`src/rtl/control_pipe_sequencer_if.sv`:
```
// Control bundle between the control unit, the sequencer and the datapath stage latches.
interface control_pipe_sequencer_if #(
   parameter int REG_AW = 5
);
   // ID-side decoded control and handshake
   logic              ihit;
   logic              dhit;
   logic              id_valid;
   logic              id_RegWEN;
   logic              id_ALUSrc;
   logic              id_ExtOp;
   logic              id_dmemREN;
   logic              id_dmemWEN;
   logic              id_halt;
   logic              id_branch;
   logic              id_lui;
   logic [1:0]        id_tmpPC;
   logic [1:0]        id_RegDest;
   logic [1:0]        id_MemtoReg;
   logic [3:0]        id_ALUOP;
   logic [REG_AW-1:0] id_wsel;
   logic              ex_zero;
   // Sequencer outputs
   logic              id_ready;
   logic              ex_valid;
   logic              ex_ALUSrc;
   logic              ex_ExtOp;
   logic              ex_lui;
   logic [3:0]        ex_ALUOP;
   logic [1:0]        ex_tmpPC;
   logic [1:0]        ex_RegDest;
   logic              mem_dmemREN;
   logic              mem_dmemWEN;
   logic              wb_RegWEN;
   logic [1:0]        wb_MemtoReg;
   logic [REG_AW-1:0] wb_wsel;
   logic              pc_stall;
   logic              flush;
   logic              halt;

   modport master (
      output ihit, dhit, id_valid, id_RegWEN, id_ALUSrc, id_ExtOp, id_dmemREN, id_dmemWEN,
             id_halt, id_branch, id_lui, id_tmpPC, id_RegDest, id_MemtoReg, id_ALUOP, id_wsel,
             ex_zero,
      input  id_ready, ex_valid, ex_ALUSrc, ex_ExtOp, ex_lui, ex_ALUOP, ex_tmpPC, ex_RegDest,
             mem_dmemREN, mem_dmemWEN, wb_RegWEN, wb_MemtoReg, wb_wsel, pc_stall, flush, halt
   );

   modport slave (
      input  ihit, dhit, id_valid, id_RegWEN, id_ALUSrc, id_ExtOp, id_dmemREN, id_dmemWEN,
             id_halt, id_branch, id_lui, id_tmpPC, id_RegDest, id_MemtoReg, id_ALUOP, id_wsel,
             ex_zero,
      output id_ready, ex_valid, ex_ALUSrc, ex_ExtOp, ex_lui, ex_ALUOP, ex_tmpPC, ex_RegDest,
             mem_dmemREN, mem_dmemWEN, wb_RegWEN, wb_MemtoReg, wb_wsel, pc_stall, flush, halt
   );
endinterface

```
`src/rtl/control_pipe_sequencer.sv`:
```
// Carries decoded control from ID through EX/MEM/WB, stalling on data-memory wait,
// squashing on a taken branch and draining to a sticky halt.
module control_pipe_sequencer #(
   parameter int REG_AW = 5
) (
   input logic                       CLK,
   input logic                       RST,
   control_pipe_sequencer_if.slave   bus
);

   typedef struct packed {
      logic              regWen;
      logic              aluSrc;
      logic              extOp;
      logic              memRen;
      logic              memWen;
      logic              isHalt;
      logic              isBranch;
      logic              isLui;
      logic [1:0]        tmpPc;
      logic [1:0]        regDest;
      logic [1:0]        memToReg;
      logic [3:0]        aluOp;
      logic [REG_AW-1:0] wsel;
   } exCtrl_t;

   typedef struct packed {
      logic              regWen;
      logic              memRen;
      logic              memWen;
      logic              isHalt;
      logic [1:0]        memToReg;
      logic [REG_AW-1:0] wsel;
   } memCtrl_t;

   typedef struct packed {
      logic              regWen;
      logic              isHalt;
      logic [1:0]        memToReg;
      logic [REG_AW-1:0] wsel;
   } wbCtrl_t;

   logic     exV, memV, wbV;
   exCtrl_t  exR;
   memCtrl_t memR;
   wbCtrl_t  wbR;
   logic     haltPending, haltSticky;

   logic     memBusy, adv, taken, flushNow, haltNow, idOpen, accept;
   exCtrl_t  idBundle;

   // Stall/flush/accept decisions for this cycle
   always_comb begin
      memBusy  = memV & (memR.memRen | memR.memWen) & ~bus.dhit;
      adv      = ~memBusy;
      taken    = exV & exR.isBranch & bus.ex_zero;
      // a taken branch stuck behind a busy MEM waits in EX until the dhit cycle
      flushNow = taken & adv;
      // WB holding a valid halt raises halt in that very cycle so the slot never writes
      haltNow  = haltSticky | (wbV & wbR.isHalt);
      // reset gating keeps id_ready low while RST is held
      idOpen   = adv & ~haltPending & ~flushNow & ~RST;
      accept   = bus.id_valid & bus.ihit & idOpen;

      idBundle.regWen   = bus.id_RegWEN;
      idBundle.aluSrc   = bus.id_ALUSrc;
      idBundle.extOp    = bus.id_ExtOp;
      idBundle.memRen   = bus.id_dmemREN;
      idBundle.memWen   = bus.id_dmemWEN;
      idBundle.isHalt   = bus.id_halt;
      idBundle.isBranch = bus.id_branch;
      idBundle.isLui    = bus.id_lui;
      idBundle.tmpPc    = bus.id_tmpPC;
      idBundle.regDest  = bus.id_RegDest;
      idBundle.memToReg = bus.id_MemtoReg;
      idBundle.aluOp    = bus.id_ALUOP;
      idBundle.wsel     = bus.id_wsel;
   end

   // Stage registers: advance together, or hold EX/MEM and bubble WB while MEM waits
   always_ff @(posedge CLK) begin
      if (RST) begin
         exV         <= 1'b0;
         memV        <= 1'b0;
         wbV         <= 1'b0;
         exR         <= '0;
         memR        <= '0;
         wbR         <= '0;
         haltPending <= 1'b0;
         haltSticky  <= 1'b0;
      end else if (haltNow) begin
         // frozen until reset; nothing is left in flight
         exV        <= 1'b0;
         memV       <= 1'b0;
         wbV        <= 1'b0;
         exR        <= '0;
         memR       <= '0;
         wbR        <= '0;
         haltSticky <= 1'b1;
      end else begin
         if (adv) begin
            exV           <= accept;
            exR           <= accept ? idBundle : '0;
            memV          <= exV;
            memR.regWen   <= exR.regWen;
            memR.memRen   <= exR.memRen;
            memR.memWen   <= exR.memWen;
            memR.isHalt   <= exR.isHalt;
            memR.memToReg <= exR.memToReg;
            memR.wsel     <= exR.wsel;
            wbV           <= memV;
            wbR.regWen    <= memR.regWen;
            wbR.isHalt    <= memR.isHalt;
            wbR.memToReg  <= memR.memToReg;
            wbR.wsel      <= memR.wsel;
         end else begin
            // the stalled MEM instruction must not write twice
            wbV <= 1'b0;
            wbR <= '0;
         end
         if (accept && bus.id_halt) haltPending <= 1'b1;
      end
   end

   // Output drive
   always_comb begin
      bus.id_ready    = idOpen;
      bus.ex_valid    = exV;
      bus.ex_ALUSrc   = exR.aluSrc;
      bus.ex_ExtOp    = exR.extOp;
      bus.ex_lui      = exR.isLui;
      bus.ex_ALUOP    = exR.aluOp;
      bus.ex_tmpPC    = exR.tmpPc;
      bus.ex_RegDest  = exR.regDest;
      bus.mem_dmemREN = memV & memR.memRen;
      bus.mem_dmemWEN = memV & memR.memWen;
      bus.wb_RegWEN   = wbV & wbR.regWen & ~haltNow;
      bus.wb_MemtoReg = wbR.memToReg;
      bus.wb_wsel     = wbR.wsel;
      bus.pc_stall    = memBusy | ~bus.ihit | haltPending | haltNow;
      bus.flush       = flushNow;
      bus.halt        = haltNow;
   end

endmodule

```
`src/flat_wrapper.sv`:
```
// flat-port wrapper written by rule: the top's interface ports become plain ports
module control_pipe_sequencer_flat 
#(
   parameter int REG_AW = 5
)
  (CLK, RST, bus_ihit, bus_dhit, bus_id_valid, bus_id_RegWEN, bus_id_ALUSrc, bus_id_ExtOp, bus_id_dmemREN, bus_id_dmemWEN, bus_id_halt, bus_id_branch, bus_id_lui, bus_id_tmpPC, bus_id_RegDest, bus_id_MemtoReg, bus_id_ALUOP, bus_id_wsel, bus_ex_zero, bus_id_ready, bus_ex_valid, bus_ex_ALUSrc, bus_ex_ExtOp, bus_ex_lui, bus_ex_ALUOP, bus_ex_tmpPC, bus_ex_RegDest, bus_mem_dmemREN, bus_mem_dmemWEN, bus_wb_RegWEN, bus_wb_MemtoReg, bus_wb_wsel, bus_pc_stall, bus_flush, bus_halt);
  control_pipe_sequencer_if #(.REG_AW(REG_AW)) bus_i ();
  input logic CLK;
  input logic RST;
  input wire logic [$bits(bus_i.ihit)-1:0] bus_ihit;
  input wire logic [$bits(bus_i.dhit)-1:0] bus_dhit;
  input wire logic [$bits(bus_i.id_valid)-1:0] bus_id_valid;
  input wire logic [$bits(bus_i.id_RegWEN)-1:0] bus_id_RegWEN;
  input wire logic [$bits(bus_i.id_ALUSrc)-1:0] bus_id_ALUSrc;
  input wire logic [$bits(bus_i.id_ExtOp)-1:0] bus_id_ExtOp;
  input wire logic [$bits(bus_i.id_dmemREN)-1:0] bus_id_dmemREN;
  input wire logic [$bits(bus_i.id_dmemWEN)-1:0] bus_id_dmemWEN;
  input wire logic [$bits(bus_i.id_halt)-1:0] bus_id_halt;
  input wire logic [$bits(bus_i.id_branch)-1:0] bus_id_branch;
  input wire logic [$bits(bus_i.id_lui)-1:0] bus_id_lui;
  input wire logic [$bits(bus_i.id_tmpPC)-1:0] bus_id_tmpPC;
  input wire logic [$bits(bus_i.id_RegDest)-1:0] bus_id_RegDest;
  input wire logic [$bits(bus_i.id_MemtoReg)-1:0] bus_id_MemtoReg;
  input wire logic [$bits(bus_i.id_ALUOP)-1:0] bus_id_ALUOP;
  input wire logic [$bits(bus_i.id_wsel)-1:0] bus_id_wsel;
  input wire logic [$bits(bus_i.ex_zero)-1:0] bus_ex_zero;
  output wire logic [$bits(bus_i.id_ready)-1:0] bus_id_ready;
  output wire logic [$bits(bus_i.ex_valid)-1:0] bus_ex_valid;
  output wire logic [$bits(bus_i.ex_ALUSrc)-1:0] bus_ex_ALUSrc;
  output wire logic [$bits(bus_i.ex_ExtOp)-1:0] bus_ex_ExtOp;
  output wire logic [$bits(bus_i.ex_lui)-1:0] bus_ex_lui;
  output wire logic [$bits(bus_i.ex_ALUOP)-1:0] bus_ex_ALUOP;
  output wire logic [$bits(bus_i.ex_tmpPC)-1:0] bus_ex_tmpPC;
  output wire logic [$bits(bus_i.ex_RegDest)-1:0] bus_ex_RegDest;
  output wire logic [$bits(bus_i.mem_dmemREN)-1:0] bus_mem_dmemREN;
  output wire logic [$bits(bus_i.mem_dmemWEN)-1:0] bus_mem_dmemWEN;
  output wire logic [$bits(bus_i.wb_RegWEN)-1:0] bus_wb_RegWEN;
  output wire logic [$bits(bus_i.wb_MemtoReg)-1:0] bus_wb_MemtoReg;
  output wire logic [$bits(bus_i.wb_wsel)-1:0] bus_wb_wsel;
  output wire logic [$bits(bus_i.pc_stall)-1:0] bus_pc_stall;
  output wire logic [$bits(bus_i.flush)-1:0] bus_flush;
  output wire logic [$bits(bus_i.halt)-1:0] bus_halt;
  assign bus_i.ihit = bus_ihit;
  assign bus_i.dhit = bus_dhit;
  assign bus_i.id_valid = bus_id_valid;
  assign bus_i.id_RegWEN = bus_id_RegWEN;
  assign bus_i.id_ALUSrc = bus_id_ALUSrc;
  assign bus_i.id_ExtOp = bus_id_ExtOp;
  assign bus_i.id_dmemREN = bus_id_dmemREN;
  assign bus_i.id_dmemWEN = bus_id_dmemWEN;
  assign bus_i.id_halt = bus_id_halt;
  assign bus_i.id_branch = bus_id_branch;
  assign bus_i.id_lui = bus_id_lui;
  assign bus_i.id_tmpPC = bus_id_tmpPC;
  assign bus_i.id_RegDest = bus_id_RegDest;
  assign bus_i.id_MemtoReg = bus_id_MemtoReg;
  assign bus_i.id_ALUOP = bus_id_ALUOP;
  assign bus_i.id_wsel = bus_id_wsel;
  assign bus_i.ex_zero = bus_ex_zero;
  assign bus_id_ready = bus_i.id_ready;
  assign bus_ex_valid = bus_i.ex_valid;
  assign bus_ex_ALUSrc = bus_i.ex_ALUSrc;
  assign bus_ex_ExtOp = bus_i.ex_ExtOp;
  assign bus_ex_lui = bus_i.ex_lui;
  assign bus_ex_ALUOP = bus_i.ex_ALUOP;
  assign bus_ex_tmpPC = bus_i.ex_tmpPC;
  assign bus_ex_RegDest = bus_i.ex_RegDest;
  assign bus_mem_dmemREN = bus_i.mem_dmemREN;
  assign bus_mem_dmemWEN = bus_i.mem_dmemWEN;
  assign bus_wb_RegWEN = bus_i.wb_RegWEN;
  assign bus_wb_MemtoReg = bus_i.wb_MemtoReg;
  assign bus_wb_wsel = bus_i.wb_wsel;
  assign bus_pc_stall = bus_i.pc_stall;
  assign bus_flush = bus_i.flush;
  assign bus_halt = bus_i.halt;
  control_pipe_sequencer #(.REG_AW(REG_AW)) u_core (.CLK(CLK), .RST(RST), .bus(bus_i));
endmodule
```
`config.mk`:
```
export PLATFORM = sky130hd
export DESIGN_NAME = control_pipe_sequencer_flat
export DESIGN_NICKNAME = d
export VERILOG_FILES = /design/src/rtl/control_pipe_sequencer_if.sv /design/src/rtl/control_pipe_sequencer.sv /design/src/flat_wrapper.sv
export SDC_FILE = /design/constraint.sdc
export NUM_CORES = 1
export LEC_CHECK = 0
export ABC_AREA = 1
export ABC_CLOCK_PERIOD_IN_PS = 1350
export BUFFER_PORTS_ARGS = -buffer_cell sky130_fd_sc_hd__buf_2
export CORE_MARGIN = 10
export CORE_UTILIZATION = 49
export CTS_BUF_LIST = sky130_fd_sc_hd__clkbuf_8
export DETAILED_ROUTE_END_ITERATION = 12
export HOLD_SLACK_MARGIN = 0.15
export PLACE_DENSITY = 0.85
export RECOVER_POWER = 50
export SLEW_MARGIN = 20
export SYNTH_ARGS = -nofsm -noshare
export SYNTH_HDL_FRONTEND = slang
export SYNTH_SLANG_ARGS = --single-unit
```
`constraint.sdc`:
```
create_clock -name CLK -period 1.35 [get_ports CLK]
set_clock_uncertainty 0.2 [all_clocks]
set_input_delay 0.135 -clock CLK [delete_from_list [all_inputs] [get_ports CLK]]
set_output_delay 0.135 -clock CLK [all_outputs]
set_load 0.01 [all_outputs]
```
**After elaboration in Yosys (flattened, before gate mapping)**

Cells that the tools add are included.

- Register bits after elaboration: 48
- Input port bits: 29
- Word-level logic and storage cells: 60

- Muxes and demuxes: 1
- Bitwise gates (word level): 27
- Reduce and logical (&&, ||, !) cells: 4

Operators by type and width:

| operator | count |
|---|---|
| 23-bit 2-to-1 mux | 1 |
| 1-bit AND | 15 |
| 1-bit NOT | 7 |
| 1-bit bitwise OR | 5 |
| 3-bit OR reduction | 1 |
| 2-bit AND reduction | 1 |
| 2-bit OR reduction | 1 |
| 1-bit logical AND | 1 |

**Depth between registers and ports, before layout**

- Depth in word-level cells: 11
- Mapped depth: 7

**Worst setup path before layout**

Ideal clock, no wire load.

- Path kind: reg-to-reg
- From: register u_core.exV (netlist: u_core.bus.ex_valid)
- To: register u_core.exR[17] (netlist name)
- Arrival: 0.966 ns
- Slack: 0.067 ns
- Cell stages (with the launch flop): 7
- Path buffers: 1
- Path through: dfxtp_1 -> nand3_1 -> nand2_1 -> inv_2 -> buf_2 -> a31oi_1 -> nor2_1

- Cells in the longest elaborated chain, start to end: 8

Ends and longest elaborated chain:

| what | RTL line | RTL |
|---|---|---|
| from (decl) | control_pipe_sequencer.sv:43 | `logic exV, memV, wbV;` |
| from (signal assigned) | control_pipe_sequencer.sv:102 | `exV <= accept;` |
| 1-bit AND (2 in a row) | control_pipe_sequencer.sv:56 | `taken = exV & exR.isBranch & bus.ex_zero;` |
| 1-bit AND | control_pipe_sequencer.sv:58 | `flushNow = taken & adv;` |
| 1-bit NOT | control_pipe_sequencer.sv:62 | `idOpen = adv & ~haltPending & ~flushNow & ~RST;` |
| 1-bit AND (2 in a row) | control_pipe_sequencer.sv:62 |  |
| 1-bit AND | control_pipe_sequencer.sv:63 | `accept = bus.id_valid & bus.ihit & idOpen;` |
| 23-bit 2-to-1 mux | control_pipe_sequencer.sv:103 | `exR <= accept ? idBundle : '0;` |
| to (signal assigned) | control_pipe_sequencer.sv:103 |  |
| to (decl) | control_pipe_sequencer.sv:44 | `exCtrl_t exR;` |

No other way between the ends.
A chain may end at the register's enable or synchronous reset.

**Worst setup path in the final report**

- From: register u_core.memV
- To: register u_core.exR[1] (netlist name)

- Cells in the longest elaborated chain, start to end: 9

Ends and longest elaborated chain:

| what | RTL line | RTL |
|---|---|---|
| from (decl) | control_pipe_sequencer.sv:43 |  |
| from (signal assigned) | control_pipe_sequencer.sv:104 | `memV <= exV;` |
| 1-bit AND * (2 in a row) | control_pipe_sequencer.sv:54 | `memBusy = memV & (memR.memRen \| memR.memWen) & ~bus.dhit;` |
| 1-bit NOT | control_pipe_sequencer.sv:55 | `adv = ~memBusy;` |
| 1-bit AND | control_pipe_sequencer.sv:58 |  |
| 1-bit NOT | control_pipe_sequencer.sv:62 |  |
| 1-bit AND (2 in a row) | control_pipe_sequencer.sv:62 |  |
| 1-bit AND | control_pipe_sequencer.sv:63 |  |
| 23-bit 2-to-1 mux | control_pipe_sequencer.sv:103 |  |

Every way passes the cells marked *; elsewhere a longest branch is shown, timed or not.

==> flow_metrics.py <==
metrics = {
    "outcome": {
        "outcome": "finished with violations",
        "violations": "negative setup slack",
    },
    "critical_path": {
        "crit_path_end_kind": "register",
        "crit_type": "register to register",
        "crit_arrival_ps": 1620,
        "cp.required_ps": 1400,
        "r2r_slack_ps": -210,
        "startpoint_type": "register",
        "path_max_fanout": 9,
    },
    "yosys": {
        "synth_cell_types": 21,
        "syn-num-nets": 263,
        "ys_seq_area_share_pct": 47.15,
        "synth_cells": 234,
        "ys_seq_elements": 48,
        "ys.warnings.count": 0,
        "synth_area_leaders": "dfxtp_1 47%, a21oi_2 13%, nand2_1 9.2%, nand4_1 7.1%, buf_4 5.5%",
        "avgSynthCellArea_sq_um": 8.710,
        "synth_area_sq_um": 2038,
        "synth_top_area_cell": "dfxtp_1",
        "synth_top_area_share_pct": 47.15,
    },
    "sta": {
        "relSlewSlack_pct": 79.35,
        "rsz0062_at_grt": "true",
        "finalMaxSlewViolations": 0,
        "tns_ps": -4258,
        "fin_crit_ps": 1565,
        "fin_ws_ps": -214.9,
        "setup_violations": 54,
        "hold_violations": 0,
        "period_share_pct": 115.9,
        "worstMarginPinSlew_ps": 306.5,
        "fmax_mhz": 639.0,
    },
    "power": {
        "clkPwrFrac_pct": 34.1,
        "power_frac_comb_pct": 12.5,
        "p_sw_share_pct": 25.72,
        "p_leak_nw": 1.463,
        "p_int_mw": 2.016,
        "p_total_mw": 2.714,
        "switchingPower_mw": 0.6980,
        "p_seq_share_pct": 53.4,
        "ir_drop_mv": 0.6592,
        "powerDensity_nw_per_um2": 824.5,
    },
    "global_route": {
        "grt_antenna_before_repair": 1,
        "grt_pass1_vias": 1986,
        "track_usage_pct": 15.81,
        "grt_max_degree": 36,
        "grt_pass1_wl_microns": 9508,
        "grt_overflow": 0,
    },
    "clock_tree": {
        "clk_path_buf_depth": 2,
        "numCtsBuffers": 5,
        "clkSinkCount": 48,
        "cts.clk_slew.worst_paths_ps": 90,
        "ctsRootBufferMaster": "clkbuf_8",
        "clk_latency_ps": 310,
        "cts_tree": "built",
        "htreeDepth": 2,
    },
    "floorplan": {
        "chipHeight_microns": 84.50,
        "ioPinCount": 55,
        "num_rows": 23,
        "die-area_sq_um": 7139,
        "coreArea_sq_um": 4000,
        "initial_core_util_pct": 50.95,
        "die_x_microns": 84.50,
    },
    "route": {
        "viasPerCell": 5.460,
        "drtIter0Drc": 123,
        "route.detailed.drc": 0,
        "routed_wirelength_microns": 7446,
        "ant_nets": 0,
        "vias": 2053,
        "drt_pass1_iterations": 5,
        "avgRoutedWirePerCell_microns": 19.80,
    },
    "hold_path": {
        "hold_class": "input port to register",
    },
    "placement": {
        "preCtsSetupSlack_ps": -27.40,
        "gp_congestion": 0.7926,
        "io_buffers": 54,
        "hpwl_microns": 3224,
        "placed_cells": 317,
    },
    "layout": {
        "final_nets": 353,
        "layout_common_cells": "49 x buf_2, 44 x dfxtp_1, 34 x a21oi_2, 27 x nand2_1, 26 x dlygate4sd3_1",
        "stdcell_count": 376,
        "drive_gt1_share_pct": 54.15,
        "syn2layout_area_growth_pct": 61.51,
        "final_util_pct": 82.30,
        "nFillCells": 212,
        "final_common_cell": "buf_2",
    },
    "flow_run": {
        "maxCapViolCount": 0,
    },
}
[per-layer routing]
layer	GRT usage [%]	vias up	wire length (microns)
met5	0	-	0
met4	7.335	0	218
met3	4.444	22	454
met2	27.39	91	3966
met1	17.38	1012	2807
li1	-	928	-
[registers in the layout, summed over array words and instances (netlist names), 2 cells and up]
| register | flops |
|---|---|
| u_core.memR | 11 |
| u_core.bus.wb_MemtoReg | 2 |
| u_core.wbR | 2 |
| u_core.bus.wb_wsel | 5 |
| u_core.bus.ex_tmpPC | 2 |
| u_core.exR | 12 |
| u_core.bus.ex_ALUOP | 4 |
| u_core.bus.ex_RegDest | 2 |
[kinds of logic after synthesis]
| logic type | count (synthesis) | share of synthesized area (%) |
|---|---|---|
| DFF | 48 | 47.15 |
| and+or+nand+nor | 101 | 23.57 |
| buffers and inverters | 48 | 14.61 |
| AOI/OAI and AO/OA | 37 | 14.67 |
[what timing repair did]
action / CTS / global route
endpoints found under the setup margin: 40 / 53
hold buffers: 26 / 1
endpoints found under the hold margin: 39 / 3
gates cloned: 1 / 6
setup buffers: 8 / 11
resized for setup: 18 / 75
pin swaps: 6 / 17
[path summary, 6_finish.rpt]
path / start / to / depth (start not counted)
worst min-delay path: RST / u_core.bus.ex_valid / 6
worst max-delay path: u_core.memV / u_core.exR[1] / 8
worst min register to register: u_core.memR[1] / u_core.bus.wb_wsel[1] / 2
worst max register to register: u_core.memV / u_core.exR[1] / 8
[metrics by stage]
stage | hold slack, ps | cell area (sq um)
2_1_floorplan | 7.383 | 2038
3_3_place_gp | 170.9 | 2283
3_5_place_dp | 178.1 | 2283
4_1_cts | 17.45 | 2795
5_1_grt | 140.2 | 3292
6_report | 121.4 | 3292
[Yosys cell counts]
cell       n
nand2_1   50
dfxtp_1   48
a21oi_2   30
nand4_1   23
nor2_1    19
inv_1     16
buf_4     15
buf_2      7
buf_6      6
a21oi_1    5
nand2_2    3
inv_2      2
nand3_1    2
a31oi_1    1
clkinv_4   1
inv_4      1
nand2_4    1
nand2_8    1
nor2_4     1
o21ai_0    1
or2_2      1
[worst max-delay path, cell delays in order, from the launching register on]
cell	delay (ps)
dfxtp_4	370
nand2_4	80
nand2_4	70
nand2_8	90
buf_8	160
buf_12	120
buf_16	110
nand4_1	130
a21oi_2	170
[final cells by class]
class	count	area, sq um	area share, %
tap	50	62.56	1.900
timing repair inverter	2	41.29	1.254
clock inverter	2	15.01	0.4561
antenna	1	2.502	0.07602
sequential	48	968.4	29.42
multi-input combinational	138	983.4	29.87
timing repair buffer	109	1026	31.17
inverter	20	110.1	3.345
clock buffer	6	82.58	2.509
[power groups by stage]
stage | Combinational [mW] | Sequential, mW | Clock, mW
after detailed placement | 0.184 | 1.48 | 0
after global routing | 0.358 | 1.45 | 0.976
after CTS | 0.250 | 1.44 | 0.913
after floorplan | 0.114 | 1.48 | 0
final | 0.339 | 1.45 | 0.926
after global placement | 0.181 | 1.48 | 0
Power figures use the tool's default switching activity.
